--- src/rtl/mem_access_ctrl.sv ---
// MEM-stage load/store sequencer: drives a word-wide req/ack data bus,
// splitting misaligned accesses into two beats and extending sub-word loads.
module mem_access_ctrl #(
  parameter int unsigned DATA_WIDTH = 32
) (
  input  logic                  clk,
  input  logic                  rst,
  input  logic                  MemReadM,
  input  logic                  MemWriteM,
  input  logic [2:0]            modeAddrM,
  input  logic [DATA_WIDTH-1:0] AddrM,
  input  logic [DATA_WIDTH-1:0] WriteDataM,
  output logic [DATA_WIDTH-1:0] ReadDataM,
  output logic                  StallMem,
  output logic                  ErrM,
  output logic                  bus_req,
  output logic                  bus_we,
  output logic [DATA_WIDTH-1:0] bus_addr,
  output logic [3:0]            bus_be,
  output logic [DATA_WIDTH-1:0] bus_wdata,
  input  logic                  bus_ack,
  input  logic [DATA_WIDTH-1:0] bus_rdata
);

  localparam int unsigned NLANES = DATA_WIDTH / 8;

  typedef enum logic [1:0] {IDLE, BEAT1, BEAT2, DONE} state_t;

  state_t                  state;
  logic [2:0]              mode_q;
  logic [1:0]              off_q;
  logic                    split_q;
  logic [NLANES-1:0]       be_hi_q;
  logic [DATA_WIDTH-1:0]   wdata_hi_q;
  logic [DATA_WIDTH-1:0]   r1_q;

  logic                    req_any;
  logic                    uns_mode;
  logic                    mode_ok;
  logic                    acc_valid;
  logic                    acc_illegal;
  logic [1:0]              off;
  logic [NLANES-1:0]       mask;
  logic                    split_c;
  logic [2*NLANES-1:0]     be_wide;
  logic [2*DATA_WIDTH-1:0] wdata_wide;
  logic [2*DATA_WIDTH-1:0] rd_wide;
  logic [DATA_WIDTH-1:0]   raw;
  logic [DATA_WIDTH-1:0]   load_c;

  // Request decode and lane placement for both beats of a possible split
  always_comb begin
    req_any     = MemReadM | MemWriteM;
    uns_mode    = (modeAddrM == 3'b100) | (modeAddrM == 3'b101);
    mode_ok     = (modeAddrM != 3'b000) & (modeAddrM <= 3'b101);
    acc_valid   = req_any & mode_ok & ~(MemWriteM & uns_mode);
    acc_illegal = req_any & ((modeAddrM >= 3'b110) | (MemWriteM & uns_mode));
    off         = AddrM[1:0];
    case (modeAddrM)
      3'b001:         mask = 4'b1111;
      3'b010, 3'b100: mask = 4'b0011;
      3'b011, 3'b101: mask = 4'b0001;
      default:        mask = 4'b0000;
    endcase
    split_c    = ((mask == 4'b1111) & (off != 2'd0)) | ((mask == 4'b0011) & (off == 2'd3));
    be_wide    = {{NLANES{1'b0}}, mask} << off;
    wdata_wide = {{DATA_WIDTH{1'b0}}, WriteDataM} << {off, 3'b000};
  end

  // Load assembly: {second word, first word} shifted down by the byte offset
  always_comb begin
    rd_wide = (state == BEAT2) ? {bus_rdata, r1_q} : {{DATA_WIDTH{1'b0}}, bus_rdata};
    raw     = DATA_WIDTH'(rd_wide >> {off_q, 3'b000});
    case (mode_q)
      3'b010:  load_c = {{(DATA_WIDTH-16){raw[15]}}, raw[15:0]};
      3'b011:  load_c = {{(DATA_WIDTH-8){raw[7]}}, raw[7:0]};
      3'b100:  load_c = {{(DATA_WIDTH-16){1'b0}}, raw[15:0]};
      3'b101:  load_c = {{(DATA_WIDTH-8){1'b0}}, raw[7:0]};
      default: load_c = raw;
    endcase
  end

  assign StallMem = ~rst & (((state == IDLE) & acc_valid) | (state == BEAT1) | (state == BEAT2));

  always_ff @(posedge clk) begin
    if (rst) begin
      state      <= IDLE;
      mode_q     <= 3'b000;
      off_q      <= 2'd0;
      split_q    <= 1'b0;
      be_hi_q    <= '0;
      wdata_hi_q <= '0;
      r1_q       <= '0;
      ReadDataM  <= '0;
      ErrM       <= 1'b0;
      bus_req    <= 1'b0;
      bus_we     <= 1'b0;
      bus_addr   <= '0;
      bus_be     <= '0;
      bus_wdata  <= '0;
    end else begin
      ErrM <= 1'b0;
      case (state)
        IDLE: begin
          if (acc_valid) begin
            state      <= BEAT1;
            mode_q     <= modeAddrM;
            off_q      <= off;
            split_q    <= split_c;
            be_hi_q    <= be_wide[2*NLANES-1:NLANES];
            wdata_hi_q <= wdata_wide[2*DATA_WIDTH-1:DATA_WIDTH];
            bus_req    <= 1'b1;
            bus_we     <= MemWriteM;
            bus_addr   <= {AddrM[DATA_WIDTH-1:2], 2'b00};
            bus_be     <= be_wide[NLANES-1:0];
            bus_wdata  <= wdata_wide[DATA_WIDTH-1:0];
          end else if (acc_illegal) begin
            ErrM <= 1'b1;
          end
        end
        BEAT1: begin
          if (bus_ack) begin
            r1_q <= bus_rdata;
            if (split_q) begin
              // bus_req stays high; second beat targets the next word
              state     <= BEAT2;
              bus_addr  <= bus_addr + DATA_WIDTH'(4);
              bus_be    <= be_hi_q;
              bus_wdata <= wdata_hi_q;
            end else begin
              state   <= DONE;
              bus_req <= 1'b0;
              if (!bus_we) ReadDataM <= load_c;
            end
          end
        end
        BEAT2: begin
          if (bus_ack) begin
            state   <= DONE;
            bus_req <= 1'b0;
            if (!bus_we) ReadDataM <= load_c;
          end
        end
        DONE:    state <= IDLE;
        default: state <= IDLE;
      endcase
    end
  end

endmodule

--- config.mk ---
export PLATFORM = sky130hd
export DESIGN_NAME = mem_access_ctrl
export DESIGN_NICKNAME = d
export VERILOG_FILES = /design/src/rtl/mem_access_ctrl.sv
export SDC_FILE = /design/constraint.sdc
export NUM_CORES = 1
export LEC_CHECK = 0
export CORE_UTILIZATION = 51
export CTS_CLUSTER_SIZE = 40
export DETAILED_ROUTE_END_ITERATION = 10
export PLACE_DENSITY_LB_ADDON = 0.25
export SYNTH_ARGS = -nofsm -noshare
export SYNTH_HDL_FRONTEND = slang
export SYNTH_SLANG_ARGS = --single-unit
--- constraint.sdc ---
create_clock -name clk -period 2.8 [get_ports clk]
set_clock_uncertainty 0.05 [all_clocks]
set_input_delay 0.42 -clock clk [delete_from_list [all_inputs] [get_ports clk]]
set_output_delay 0.42 -clock clk [all_outputs]
set_load 0.1 [all_outputs]
== Yosys cells after proc, flatten, opt, wreduce, memory -nomap -nowiden ==
Cells that the tools add are included.

* Add/subtract/negate cells: 1
* Order comparisons: 2
* Eq/ne operators: 20
* Shift operators: 3
* Multiplexer cells: 31
* Bitwise gates (word level): 18
* Reduce and logical (&&, ||, !) cells: 15

{| class="wikitable"
|+ Operators with widths
! operator !! number
|-
| $mux W32 || 10
|-
| $pmux W32 S2 || 3
|-
| $pmux W32 S4 || 1
|-
| $mux W64 || 1
|-
| $shl A32 B5 Y64 || 1
|-
| $shr A64 B5 Y32 || 1
|-
| $add A32 B3 Y32 const B || 1
|-
| $eq A3 B2 Y1 const B || 4
|-
| $eq A3 B3 Y1 const B || 4
|-
| $mux W4 || 3
|-
| $pmux W4 S3 || 1
|-
| $ne A2 B2 Y1 const B || 5
|-
| $and A1 B1 Y1 || 9
|-
| $pmux W2 S4 || 1
|-
| $pmux W4 S2 || 1
|-
| $reduce_and A4 Y1 || 2
|-
| $shl A4 B2 Y8 || 1
|-
| $eq A2 B2 Y1 const B || 3
|-
| $mux W1 || 6
|-
| $mux W2 || 3
|-
| $or A1 B1 Y1 || 6
|-
| $reduce_bool A2 Y1 || 3
|-
| $reduce_bool A3 Y1 || 2
|-
| $reduce_and A5 Y1 || 1
|-
| 13 further kinds || 17
|}

* Register bits after elaboration: 179
* Bits of input ports: 104
* Output and inout port bits: 104
* Word-level logic and storage cells: 104

== Longest topological paths before layout ==
* Word-level depth: 9
* Depth in mapped cells: 12
* Gate-level depth less buffers: 7

== Worst setup path after synthesis ==
No wires, ideal clock.

* Path type: input to output
* Start point: input port modeAddrM[1]
* End point: output port StallMem
* Data arrival time: 3.029 ns
* Required time: 2.330 ns
* Slack: -0.699 ns
* Stages on the path: 7
* Buffers on the path: 2
* Path through: inv_1 ha_1 nand2b_1 a2111o_1 clkbuf_1 clkbuf_1 a21oi_1

* Word-level cells in the longest chain between the ends: 9
* Elaborated cells between the ends (all ways): 14
* Classes of those cells: order compare (1); eq/ne (2); bitwise (10); reduce/logical (1)

{| class="wikitable"
|+ RTL lines
! element !! line !! text
|-
| start, declared || 10 || <nowiki>input logic [2:0] modeAddrM,</nowiki>
|-
| branches (longest 4 deep; another with $le A3 B3 Y1) || n/a ||
|-
| $and A1 B1 Y1 * || 56 || <nowiki>acc_valid = req_any & mode_ok & ~(MemWriteM & uns_mode);</nowiki>
|-
| $and A1 B1 Y1 * || 83 || <nowiki>assign StallMem = ~rst & (((state == IDLE) & acc_valid) | (state == BEAT1) | (state == BEAT2));</nowiki>
|-
| $or A1 B1 Y1 * (2 in a row) || 83 ||
|-
| $and A1 B1 Y1 * || 83 ||
|-
| end, declared || 14 || <nowiki>output logic StallMem,</nowiki>
|}

Mark *: on every way between the ends.

== Final worst setup path ==
Ends and elaborated chain as after synthesis.

==> impl_metrics.tcl <==
set metrics [dict create \
    place_congestion 0.898 \
    fin_crit_sh_pct 96.0 \
    clock_latency_ns 0.43 \
    r2r_start "state[0]" \
    start_kind "input port" \
    cp-endpoint "StallMem" \
    dr.pass1.iters 6 \
    holdBufCountCts 0 \
    drcViolationCount 0 \
    hold_viol 0 \
    setup_viol 0 \
    drv_slew 0 \
    fp.dieH_um 137 \
    dp_cells 1552 \
    syn_avg_cell_area_um2 7.94 \
    row_count 49 \
    hold_class "flop to flop" \
    synth_edf_count 0 \
    grt_pass1_vias 8526 \
    num_antenna_cells 0 \
    synth_area_mm2 0.00932 \
    ys_seq_area_share_pct 36.1 \
    clkSlewWorstSetupHoldPaths_ns 0.07 \
    routed_via_density 6.05 \
    ys.warnings.count 0 \
    final_cells 1588 \
    cts_tree "done" \
    clock_path_buffers 2 \
    root_buffer "clkbuf_16" \
    grt_max_degree 88 \
    critical-path-slowest-cell "clkdlybuf4s50_1" \
    area_growth_syn_to_layout_pct 29.5 \
    synthTopCellsByArea "dfxtp_1, nand2_1, a21oi_1" \
    yosys.area.top_type "dfxtp_1" \
    crit_buf_inv 3 \
    async_flop_share_pct 0 \
    cts-htree-levels 4 \
    tns_ns 0 \
    ant_nets 0 \
    r2r_end "ReadDataM[15]" \
    cp_top_family "buffers and inverters" \
    ys_ff_latch 168 \
    layout_min_cycle_time_ns 2.69 \
    status "finished clean" \
    max-cap-violations 0 \
    ys_top_cells_by_count "nand2_1, dfxtp_1, a21oi_1" \
    hpwl_um 19400 \
    die_area_mm2 0.0188 \
    postRouteWirelength_um 28300 \
    die_w_um 137 \
    io_buffers 205 \
    startpoint "modeAddrM[1]" \
    cp-end-kind "output port" \
    critPathKind "input port to output port" \
    syn_inst 1174 \
    slew-limit-headroom_pct 50.8 \
    final_net_count 1458 \
    synth_ff_type "dfxtp_1" \
    first_iter_violations 693 \
    arrival_ns 2.22 \
    gr-total-overflow 0 \
    fmax_mhz 372 \
    nFillCells 1511 \
    crit_path_cell_trace "clkdlybuf4s50_1 -> inv_1 -> ha_1 -> nand2b_1 -> a2111o_1 -> a21oi_4 -> buf_12" \
    ys_types 77 \
    path_max_fanout 3 \
    coreArea_mm2 0.0180 \
    grt_use_total_pct 29.5 \
    grt_pass1_wl_um 43400 \
    cts.sinks 168 \
    whs_path_depth 2 \
    r2r_cells 9 \
    drive_above_1_share_pct 19.7 \
    io_pins 208 \
    start_util_pct 51.9 \
    reg2reg_slack_ns 0.26 \
    vias 9610 \
    tightestPinTransition_ns 0.736 \
    grt_setup_unrepaired "false" \
    worstSetupPathDepth 7 \
    synth_top_area_share_pct 36.1 \
    grt_antenna_before_repair 1 \
    worstPathRequired_ns 2.33 \
    drt-wirelength-per-cell_um 17.8 \
    post-synth-top-count-cell "nand2_1" \
    cts_buffers 17 \
    cpPeakStageDelay_ns 0.52 \
]
-- placed cells by master (no fill, tap or decap), types with 8 or more instances in the layout --
cell type / instances
a221oi_1: 17
or4_1: 10
mux2i_1: 45
a21oi_1: 119
clkdlybuf4s50_1: 102
nand2_1: 176
clkbuf_16: 17
nor4_1: 8
nor3_1: 42
a211oi_2: 9
a31oi_1: 25
dfxtp_1: 167
a211oi_1: 42
nor3b_1: 11
nor2_1: 107
mux2_2: 40
o21ai_0: 33
buf_4: 149
nand2b_1: 12
nor2b_1: 17
a311oi_1: 8
nand4_1: 10
nand3b_1: 9
inv_1: 12
nand3_1: 42
-- stage by stage --
step                util [%]  cell area [um^2]  worst slack [ns]  hold WS (ns)
floorplan                  -              9340            0.0955         0.382
global placement        63.6             11400           0.00685         0.390
detailed placement      63.6             11400           -0.0410         0.396
CTS                     67.0             12000            0.0599         0.388
global route            67.2             12100            0.0401         0.418
finish                  67.2             12100             0.112         0.403
-- worst reg2reg max path: stages (launching register included) --
cell and delay, ns:
dfxtp_1 0.33, inv_1 0.08, ha_2 0.24, buf_4 0.17, nor2b_1 0.16, a2111oi_4 0.37, buf_4 0.47, o21ai_2 0.24
a31oi_1 0.24, nor3_1 0.07
-- registers in the layout, summed over array words and instances (netlist names) --
register    cells
split_q         1
bus_req         1
be_hi_q         3
bus_addr       30
bus_wdata      32
bus_we          1
wdata_hi_q     24
bus_be          4
ReadDataM      32
off_q           2
r1_q           32
ErrM            1
mode_q          3
state           2
-- layer usage --
layer | vias to the layer above | part of all wire [%] | global-route usage, % | routed length, um
li1 | 4585 | - | - | -
met2 | 460 | 48 | 48.5 | 13500
met1 | 4505 | 42 | 38.9 | 11800
met5 | - | 0 | 0 | 0
met3 | 60 | 8.6 | 5.00 | 2450
met4 | 0 | 2.2 | 9.77 | 635
-- area by class of cell --
class,count,area [um^2],share of cell area (%)
Clock buffer,18,439,3.64
Clock inverter,14,163,1.35
Inverter,15,60.1,0.497
Multi-Input combinational cell,886,5480,45.4
Sequential cell,168,3360,27.9
Tap cell,229,287,2.37
Timing Repair Buffer,258,2280,18.9
-- worst min-delay path by stage --
stage              startpoint        endpoint  slack, ns
3_5_place_dp    bus_wdata[25]   bus_wdata[25]       0.40
2_1_floorplan      be_hi_q[2]      be_hi_q[2]       0.38
4_1_cts                   rst   bus_wdata[20]       0.39
6_report             r1_q[28]        r1_q[28]       0.40
5_1_grt                   rst     bus_addr[9]       0.42
3_3_place_gp   wdata_hi_q[15]  wdata_hi_q[15]       0.39
-- what timing repair did --
action,CTS,global route
setup buffers,0,4
setup endpoints to repair,0,17
gates resized for setup,0,1
-- cells by family (layout without fill, tap and decap cells) --
| logic type | count (synthesis) | count (layout) | synth area share (%) |
|---|---|---|---|
| xor gates and xnor gates | 2 | 2 | 0.188 |
| and+or+nand+nor | 482 | 482 | 24.9 |
| adders and majority gates | 8 | 8 | 1.07 |
| DFF | 168 | 168 | 36.1 |
| muxes | 86 | 86 | 9.90 |
| buffers and inverters | 121 | 305 | 5.60 |
| other | 1 | 2 | 0.0402 |
| AOI/OAI and AO/OA | 306 | 306 | 22.3 |
Power is left out: the tool's default activity adds up to more than one toggle a clock period on the data nets, which glitch-free logic cannot reach.
